<file path="config.mk">
export PLATFORM = sky130hd
export DESIGN_NAME = dma_run_ctrl
export DESIGN_NICKNAME = d
export VERILOG_FILES = /design/src/rtl/dma_run_ctrl.sv
export SDC_FILE = /design/constraint.sdc
export NUM_CORES = 1
export LEC_CHECK = 0
export CAP_MARGIN = 20
export CORE_MARGIN = 1.5
export CORE_UTILIZATION = 25
export CTS_CLUSTER_SIZE = 20
export DETAILED_ROUTE_END_ITERATION = 7
export GPL_TIMING_DRIVEN = 0
export PLACE_DENSITY = 0.39
export SLEW_MARGIN = 10
export SYNTH_ARGS = -nofsm -noshare
export SYNTH_HDL_FRONTEND = slang
export SYNTH_SLANG_ARGS = --single-unit
export TNS_END_PERCENT = 100
</file>
<file path="constraint.sdc">
create_clock -name CLK -period 2.8 [get_ports CLK]
set_clock_uncertainty 0.2 [all_clocks]
set_input_delay 0.56 -clock CLK [delete_from_list [all_inputs] [get_ports CLK]]
set_output_delay 0.56 -clock CLK [all_outputs]
set_load 0.02 [all_outputs]
</file>
<file path="src/rtl/dma_run_ctrl.sv">
// dma_run_ctrl: run controller for the 8237A DMA environment.
// Holds the DUT in reset for RESET_CYCLES after START, counts run cycles
// against a global timeout, performs a drained end-of-test handshake and
// flags per-channel DREQ-without-DACK stalls.
// Optional: define DMA_RUN_CTRL_ACK_STATS_EN to add per-channel DACK-cycle
// counters on the ACK_COUNT port.
module dma_run_ctrl #(
    parameter int NUM_CH         = 4,
    parameter int CNT_W          = 32,
    parameter int RESET_CYCLES   = 10,
    parameter int TIMEOUT_CYCLES = 50000,
    parameter int DRAIN_CYCLES   = 16,
    parameter int STALL_LIMIT    = 1024
) (
    input  logic                    CLK,
    input  logic                    RESET,
    input  logic                    START,
    input  logic                    END_REQ,
    input  logic [NUM_CH-1:0]       DREQ,
    input  logic [NUM_CH-1:0]       DACK,
    output logic                    DUT_RESET,
    output logic                    RUNNING,
    output logic                    DONE,
    output logic                    TIMEOUT,
    output logic [NUM_CH-1:0]       STALL,
    output logic [CNT_W-1:0]        CYCLE_COUNT
`ifdef DMA_RUN_CTRL_ACK_STATS_EN
    ,
    output logic [NUM_CH*CNT_W-1:0] ACK_COUNT
`endif
);

    // Parameter sanity checks, resolved at elaboration
    if (NUM_CH < 1 || NUM_CH > 8) begin : g_bad_num_ch
        $fatal(1, "dma_run_ctrl: NUM_CH must be 1..8");
    end
    if (CNT_W < 2) begin : g_bad_cnt_w
        $fatal(1, "dma_run_ctrl: CNT_W too small");
    end
    if (RESET_CYCLES < 1) begin : g_bad_reset_cycles
        $fatal(1, "dma_run_ctrl: RESET_CYCLES must be >= 1");
    end
    if (TIMEOUT_CYCLES < 2 || (CNT_W < 31 && TIMEOUT_CYCLES >= (1 << CNT_W))) begin : g_bad_timeout
        $fatal(1, "dma_run_ctrl: TIMEOUT_CYCLES must be >= 2 and < 2**CNT_W");
    end
    if (DRAIN_CYCLES < 1) begin : g_bad_drain
        $fatal(1, "dma_run_ctrl: DRAIN_CYCLES must be >= 1");
    end
    if (STALL_LIMIT < 1 || (CNT_W < 31 && STALL_LIMIT >= (1 << CNT_W))) begin : g_bad_stall
        $fatal(1, "dma_run_ctrl: STALL_LIMIT must be >= 1 and fit in CNT_W");
    end

    localparam logic [CNT_W-1:0] TMO_LAST  = CNT_W'(TIMEOUT_CYCLES - 1);
    localparam logic [CNT_W-1:0] STALL_MAX = CNT_W'(STALL_LIMIT);
    localparam logic [31:0]      HOLD_LOAD  = 32'(RESET_CYCLES - 1);
    localparam logic [31:0]      DRAIN_LOAD = 32'(DRAIN_CYCLES - 1);

    typedef enum logic [2:0] {
        S_IDLE,
        S_HOLD,
        S_RUN,
        S_DRAIN,
        S_DONE,
        S_TMO
    } state_t;

    state_t            state_reg, state_next;
    logic [31:0]       phase_reg, phase_next;   // shared hold / drain down-counter
    logic [CNT_W-1:0]  cycle_reg;
    logic              dut_reset_reg, running_reg, done_reg, timeout_reg;
    logic              active;       // current cycle is a run cycle
    logic              stay_active;  // run continues past this edge
    logic              restart;      // START accepted this cycle

    assign active      = (state_reg == S_RUN) || (state_reg == S_DRAIN);
    assign stay_active = active && ((state_next == S_RUN) || (state_next == S_DRAIN));
    assign restart     = START && ((state_reg == S_IDLE) || (state_reg == S_DONE) ||
                                   (state_reg == S_TMO));

    // State and phase-counter register
    always_ff @(posedge CLK or negedge RESET) begin
        if (!RESET) begin
            state_reg <= S_IDLE;
            phase_reg <= '0;
        end else begin
            state_reg <= state_next;
            phase_reg <= phase_next;
        end
    end

    // Next-state logic; the timeout check outranks END_REQ and drain completion
    always_comb begin
        state_next = state_reg;
        phase_next = phase_reg;
        case (state_reg)
            S_IDLE, S_DONE, S_TMO: begin
                if (START) begin
                    state_next = S_HOLD;
                    phase_next = HOLD_LOAD;
                end
            end
            S_HOLD: begin
                if (phase_reg == '0) state_next = S_RUN;
                else                 phase_next = phase_reg - 32'd1;
            end
            S_RUN: begin
                if (cycle_reg == TMO_LAST) begin
                    state_next = S_TMO;
                end else if (END_REQ) begin
                    state_next = S_DRAIN;
                    phase_next = DRAIN_LOAD;
                end
            end
            S_DRAIN: begin
                if (cycle_reg == TMO_LAST)  state_next = S_TMO;
                else if (phase_reg == '0)   state_next = S_DONE;
                else                        phase_next = phase_reg - 32'd1;
            end
            default: begin
                state_next = S_IDLE;
                phase_next = '0;
            end
        endcase
    end

    // Registered Moore outputs, decoded from the state being entered
    always_ff @(posedge CLK or negedge RESET) begin
        if (!RESET) begin
            dut_reset_reg <= 1'b1;
            running_reg   <= 1'b0;
            done_reg      <= 1'b0;
            timeout_reg   <= 1'b0;
        end else begin
            dut_reset_reg <= !((state_next == S_RUN) || (state_next == S_DRAIN) ||
                               (state_next == S_DONE));
            running_reg   <= (state_next == S_RUN) || (state_next == S_DRAIN);
            done_reg      <= (state_next == S_DONE);
            timeout_reg   <= (state_next == S_TMO);
        end
    end

    // Run-cycle counter: counts only while the run continues, so it freezes on exit
    always_ff @(posedge CLK or negedge RESET) begin
        if (!RESET)           cycle_reg <= '0;
        else if (restart)     cycle_reg <= '0;
        else if (stay_active) cycle_reg <= cycle_reg + 1'b1;
    end

    assign DUT_RESET   = dut_reset_reg;
    assign RUNNING     = running_reg;
    assign DONE        = done_reg;
    assign TIMEOUT     = timeout_reg;
    assign CYCLE_COUNT = cycle_reg;

    // Per-channel stall watch (and optional DACK statistics)
    for (genvar gi = 0; gi < NUM_CH; gi++) begin : g_ch
        logic [CNT_W-1:0] stall_cnt_reg, stall_cnt_next;
        logic             stall_reg;

        // Consecutive DREQ-without-DACK cycles, saturating; zero outside a run
        always_comb begin
            stall_cnt_next = '0;
            if (active && DREQ[gi] && !DACK[gi])
                stall_cnt_next = (stall_cnt_reg == STALL_MAX) ? STALL_MAX
                                                              : stall_cnt_reg + 1'b1;
        end

        // Stall counter and sticky flag
        always_ff @(posedge CLK or negedge RESET) begin
            if (!RESET) begin
                stall_cnt_reg <= '0;
                stall_reg     <= 1'b0;
            end else if (restart) begin
                stall_cnt_reg <= '0;
                stall_reg     <= 1'b0;
            end else begin
                stall_cnt_reg <= stall_cnt_next;
                if (stall_cnt_next == STALL_MAX) stall_reg <= 1'b1;
            end
        end

        assign STALL[gi] = stall_reg;

`ifdef DMA_RUN_CTRL_ACK_STATS_EN
        logic [CNT_W-1:0] ack_cnt_reg;

        // Saturating count of DACK-high run cycles
        always_ff @(posedge CLK or negedge RESET) begin
            if (!RESET)
                ack_cnt_reg <= '0;
            else if (restart)
                ack_cnt_reg <= '0;
            else if (active && DACK[gi] && (ack_cnt_reg != '1))
                ack_cnt_reg <= ack_cnt_reg + 1'b1;
        end

        assign ACK_COUNT[gi*CNT_W +: CNT_W] = ack_cnt_reg;
`endif
    end

endmodule
</file>
==> impl_results.md, run 1 <==
* Status: finished, violations left
* Violated checks: negative setup slack
* Post-Syn Area at between 10,000 and 15,000 sq um
* Worst setup EP type: flop
* Post-Synthesis Cells at approximately 1,400
* TritonCTS Sinks at about 200
* Routed Antenna Nets at 0
* Critical Path Slowest Stage Cell: or4_4
* Share of cells above drive strength 1 at 22.6%
* Starting Density at between 20% and 30%
* Ys Warns at 0
* Post-Synthesis Mean Instance Area at just under 9 sq um
* FMAX at roughly 340 MHz
* Routed WL at around 37,000 um
* Die Area at ~50,000 sq um
* Seq pwr share at a little under two fifths
* Reg2Reg Depth at 9
* CTS Root Buffer Type: clkbuf_16
* Top_reg_cell synth: dfrtp_1
* RSZ-0062 raised after global routing: true
* First-pass GRT wire length at a little under 60,000 um
* Crit path launch: phase_reg[1]
* ANT cells at 0
* Vias in the first global route at ~11,000
* Leakage at 6.01 nW
* Startpoint Class: flop
* Worst path required time at about 3.0 ns
* CTS clk-pin slew, worst paths at roughly 0.060 ns
* Most common cell after layout, fill and taps aside: nor2_1
* Hold WC Path Type: input pin to asynchronous set/reset pin
* GRT overflow at 0
* Yosys cell types at just over 80
* Area growth, synth to finish at 31.5%
* Final instance area at 16,000 sq um
* Internal Power at between 6 and 7 mW
* Worst reg2reg startpoint: phase_reg[1]
* DP Area at 13,600 sq um
* Worst-Margin Slew at about 0.83 ns
* Post-synth top area cell: dfrtp_1
* Pwr Density at 636 nW/um^2
* # fillers at 5,031
* Vias per inst at 4.94
* CTS tree: done
* Cell chain of the critical path: inv_2 > ha_2 > or3b_4 > or4_4 > or4_4 > nand3b_1 > buf_4 > or3_4 > a21oi_2
* Max reg flops at approximately 130
* Post-synth top area share at approximately two fifths
* Max_cap viols at 0
* CTS max path bufs at 3
* Routed via count at approximately 11,000
* Total track usage at roughly 15%
* Post-route setup slack at -0.164 ns
* Die Span Y at around 220 um
* Hpwl dp at approximately 25,000 um
* Final net count at 1,548
* Register-to-register setup slack at -0.16 ns
* IO buf count at between 50 and 60
* Seq/Total Area, Yosys at 41.8%
* Final Hold Fails at 0
* # IOs at 52
* Synth area leaders: dfrtp_1 42%, nor2_1 6.9%, xor2_1 6.0%
* FFs w/ async S/R, synth at 100%
* Net switching power at about 3.5 mW
* Setup Viol. Count Final at 57
* Die W at approximately 220 um
* CP max stage delay at around 0.57 ns
* Switching share of power at between 30% and 40%
* Logic pwr share at between 20% and 30%
* Initial DRC Count at between 400 and 500
* EDFF count, synth at 0
* Num CTS Buffers at 27
* GP Congestion at just over 0.8
* Crit path capture: CYCLE_COUNT[20]
* Area of the core at around 48,000 sq um
* Initial antenna violation count at 1
* R2R Path End: CYCLE_COUNT[20]
* Commonest cells after routing, fill and taps aside: 211 x nor2_1, 171 x dfrtp_1, 91 x nand2_1
* DRC at 0
* Synthesized Nets at about 1,400
* Final setup TNS at -3.65 ns
* Rel. slew slack at between 40% and 50%
* Met1 wire length at roughly 18,000 um
* Met2 routed WL at 16,800 um
* Worst Path Arrival at approximately 3.2 ns
* Routed length on met3 at 1460 um
* Largest net degree at the start of global routing at around 90
* First-pass DRT Iterations at 5
* Highest routed metal layer: met4
* Most used cell, CP: or4_4
* Maximum vdd drop at roughly 0.38 mV
* CTS H-tree lvls at 1
* Final Cycle Share at 106%
* Row count at 80
* Seq cells post-synth at 203
* Worst-Skew Late Latency at about 0.55 ns
* Slew Limit Fails at 0
* Drt wl/cell at between 15 and 20 um
* Clock share of power at between 30% and 40%
* Critical setup path kind: flop to flop
* CP max FO at 8
* Period minus WS final at 2.96 ns
cell families (layout without fill, tap and decap cells):
logic type               after synthesis  count (layout)  share of synthesized area (%)
AO/OA/AOI/OAI                        185             185                           10.6
XOR/XNOR                             155             155                           11.2
adder cells (fa/ha/maj)               10              10                           1.03
buffers and inverters                120             269                           4.03
flip-flops                           203             203                           41.8
multiplexers                          15              15                           1.29
AND/OR/NAND/NOR                      708             709                           30.1
what timing repair did:
item | in CTS | in global routing
endpoints found under the hold margin | 34 | 0
buffers inserted | 35 | 40
hold buffers | 1 | 0
pin swaps | 57 | 52
gates resized for setup | 123 | 126
endpoints found under the setup margin | 108 | 112
cloned | 3 | 0
area by class of cell:
cell class | count | area, sq um | area share, %
Inverter | 37 | 139 | 0.868
Sequential cell | 203 | 5120 | 32.0
Clock buffer | 41 | 808 | 5.05
Clock inverter | 8 | 92.6 | 0.579
Tap cell | 615 | 769 | 4.81
Buffer | 51 | 277 | 1.73
Multi-Input combinational cell | 1074 | 7540 | 47.2
Timing Repair Buffer | 132 | 1250 | 7.80
power by group through the flow:
stage          Clock, mW  Sequential (mW)  Combinational [mW]
5_1_grt             3.81             3.80                3.18
6_report            3.54             3.74                2.90
2_1_floorplan          0             3.83                1.34
4_1_cts             3.69             3.74                2.69
3_5_place_dp           0             3.78                2.40
3_3_place_gp           0             3.78                2.38
critical path: cells and delay by family (launching register included):
family / cells / cell delay (ns)
simple gates: 5 / 1.77
fa+ha+maj: 1 / 0.18
compound gates: 1 / 0.04
buf+inv: 2 / 0.25
flops: 1 / 0.38
Yosys cell counts (3+ instances only):
library cell,count
o21bai_1,3
a211o_1,3
a22oi_1,4
and4_1,11
nor2_1,222
nor4_1,51
or2_2,5
a21oi_1,40
dfrtp_1,202
nand3b_1,5
xor2_1,84
o22ai_1,7
o211ai_1,9
nand2b_1,9
buf_2,7
nand4_1,57
inv_1,37
a21oi_2,7
a22o_1,3
nand2_1,94
and2_1,17
a211oi_1,3
mux2_2,5
nand3_1,76
o21ai_0,30
and3_1,21
xnor2_1,71
a21o_1,5
nor3_1,39
or3_1,33
mux2i_1,10
ha_1,10
o2111ai_1,17
buf_4,4
or4_1,22
nand4b_1,3
o31ai_1,9
clkbuf_1,68
nor2b_1,12
nor3b_1,8
o21ai_2,7
a31oi_1,7
nor4b_1,7
per-layer routing:
metal | global-route usage, % | vias to the layer above
met5 | 0 | -
met4 | 3.64 | 0
met3 | 2.89 | 52
met2 | 23.4 | 125
met1 | 20.0 | 5245
li1 | - | 5264
worst min path at each step:
stage / start / end / slack [ns] / cells past startpoint
final: RESET / g_ch[2].stall_cnt_reg[19] / 0.29 / 2
after global routing: RESET / g_ch[2].stall_cnt_reg[19] / 0.30 / 2
after CTS: RESET / g_ch[2].stall_cnt_reg[19] / 0.29 / 2
after detailed placement: RESET / g_ch[2].stall_cnt_reg[19] / 0.26 / 1
after global placement: phase_reg[0] / phase_reg[0] / 0.32 / 1
after floorplan: RESET / CYCLE_COUNT[0] / 0.06 / 0
through the flow:
stage | hold WS (ns) | util (%) | instances | worst slack [ns] | power [mW]
5_1_grt | 0.302 | 33.4 | 2161 | -0.254 | 10.8
6_report | 0.288 | 33.4 | 2161 | -0.164 | 10.2
4_1_cts | 0.288 | 31.7 | 2128 | -0.181 | 10.1
2_1_floorplan | 0.0644 | - | 1396 | -0.0927 | 5.17
3_3_place_gp | 0.324 | 28.2 | 2062 | -9.55 | 6.16
3_5_place_dp | 0.263 | 28.3 | 2065 | -0.931 | 6.18
Note: power is estimated with default switching activity, not from simulation.
==> inputs of run 2 (changes only) <==
--- a/config.mk
+++ b/config.mk
@@ -12,6 +12,7 @@
 export DETAILED_ROUTE_END_ITERATION = 7
 export GPL_TIMING_DRIVEN = 0
 export PLACE_DENSITY = 0.39
+export SKIP_CTS_REPAIR_TIMING = 1
 export SLEW_MARGIN = 10
 export SYNTH_ARGS = -nofsm -noshare
 export SYNTH_HDL_FRONTEND = slang
==> impl_results.md, run 2 (synthesized netlist as in run 1, its figures left out) <==
* Status: finished, violations left
* Violated checks: negative setup slack
* Drt wl/cell at about 17 um
* Most used cell, CP: or4_4
* Setup Viol. Count Final at just over 70
* Num CTS Buffers at 27
* Die W at roughly 220 um
* Pwr Density at between 600 and 700 nW/um^2
* Share of cells above drive strength 1 at about a fifth
* GP Congestion at a little over 0.8
* GRT overflow at 0
* Most common cell after layout, fill and taps aside: nor2_1
* Routed Antenna Nets at 0
* First-pass GRT wire length at around 58,000 um
* Place WS at -0.931 ns
* Reg2Reg Depth at 8
* Routed WL at approximately 36,000 um
* Worst-Skew Late Latency at approximately 0.55 ns
* Critical setup path kind: flop to flop
* Largest net degree at the start of global routing at 91
* Max_cap viols at 0
* # fillers at between 5,000 and 6,000
* Final Cycle Share at 111%
* Final std cells w/o fill at around 2,100
* Final instance area at 15,700 sq um
* CTS tree: done
* TritonCTS Sinks at 203
* CTS Root Buffer Type: clkbuf_16
* ANT cells at 0
* Hpwl dp at around 25,000 um
* Die Area at 50,000 sq um
* Starting Density at between 20% and 30%
* Worst path required time at 3.00 ns
* Worst Path Arrival at between 3 and 4 ns
* DP Area at roughly 14,000 sq um
* Worst-Margin Slew at 0.903 ns
* Area of the core at between 40,000 and 50,000 sq um
* Post-route setup slack at -0.303 ns
* Initial antenna violation count at 0
* Slew Limit Fails at 0
* Final Hold Fails at 0
* DRC at 0
* Max reg flops at roughly 130
* Row count at 80
* Die Span Y at ~220 um
* Startpoint Class: flop
* Commonest cells after routing, fill and taps aside: 212 x nor2_1, 177 x dfrtp_1, 92 x nand2_1
* Leakage at 5.87 nW
* Final net count at between 1,500 and 2,000
* Worst setup EP type: flop
* Routed via count at about 11,000
* CP max FO at 7
* Rel. slew slack at around two fifths
* CTS clk-pin slew, worst paths at approximately 0.06 ns
* Area growth, synth to finish at 29.4%
* # IOs at between 50 and 60
* Vias per inst at approximately 5.0
* Maximum vdd drop at about 0.38 mV
* First-pass DRT Iterations at 5
* CTS max path bufs at 3
* CTS H-tree lvls at 1
* FMAX at between 300 and 400 MHz
* Dpl cells at roughly 2,100
* RSZ-0062 raised after global routing: true
* Cell chain of the critical path: or4_4 > buf_6 > or4_4 > or4_4 > nand3b_1 > buf_4 > or3_4 > a21oi_2
* Critical Path Slowest Stage Cell: or4_4
* IO buf count at 51
* CP max stage delay at 0.55 ns
* Vias in the first global route at around 10,000
* Total track usage at 14.2%
* Period minus WS final at 3.10 ns
* Hold WC Path Type: input pin to asynchronous set/reset pin
* Initial DRC Count at approximately 470
-- run 2: cell count changes in the layout (fill, tap and decap cells not counted), sizes merged --
cell	previous run	this run
buf	95	73
clkbuf	77	87
-- run 2: stage by stage --
step / util, % / total power, mW / setup TNS, ns / hold WS (ns)
2_1_floorplan: - / 5.17 / -1.41 / 0.0644
3_3_place_gp: 28.2 / 6.16 / -1793.49 / 0.324
3_5_place_dp: 28.3 / 6.18 / -30.55 / 0.263
4_1_cts: 30.2 / 9.83 / -31.87 / -0.325
5_1_grt: 32.9 / 10.8 / -20.65 / 0.302
6_report: 32.9 / 10.2 / -12.48 / 0.288
-- run 2: worst paths after layout --
| kind | slack (ns) | to | start |
|---|---|---|---|
| worst min register to register | 0.30 | g_ch[3].stall_cnt_reg[0] | g_ch[3].stall_cnt_reg[0] |
| worst min-delay path | 0.29 | g_ch[2].stall_cnt_reg[19] | RESET |
| min in group CLK | 0.30 | g_ch[3].stall_cnt_reg[0] | g_ch[3].stall_cnt_reg[0] |
| worst max register to register | -0.30 | CYCLE_COUNT[20] | phase_reg[4] |
| max in group asynchronous | 1.28 | g_ch[1].stall_cnt_reg[9] | RESET |
| worst max-delay path | -0.30 | CYCLE_COUNT[20] | phase_reg[4] |
-- run 2: cell type report --
class	count	area (sq um)	share of cell area, %
timing repair buffer	111	1110	7.03
clock buffer	41	808	5.14
tap	615	769	4.89
buffer	60	309	1.96
multi-input combinational	1074	7400	47.0
clock inverter	8	92.6	0.588
inverter	37	139	0.883
sequential	203	5110	32.5
-- run 2: worst max-delay path: cells and delay by family (launching register included) --
family	cells	cell delay, ns
simple gates	5	2.01
buf+inv	2	0.32
compound gates	1	0.04
flops	1	0.40
-- run 2: power breakdown --
part | internal (mW) | switching, mW
combinational | 1.23 | 1.63
clock | 2.16 | 1.38
sequential | 3.28 | 0.481
total | 6.67 | 3.49
-- run 2: per-layer routing --
metal | global-route usage [%] | part of all wire [%] | vias to the layer above
met2 | 22.5 | 45 | 128
met1 | 19.9 | 48 | 5243
li1 | - | - | 5234
met4 | 3.38 | 2.3 | 0
met3 | 2.68 | 4.4 | 53
met5 | 0 | 0 | -
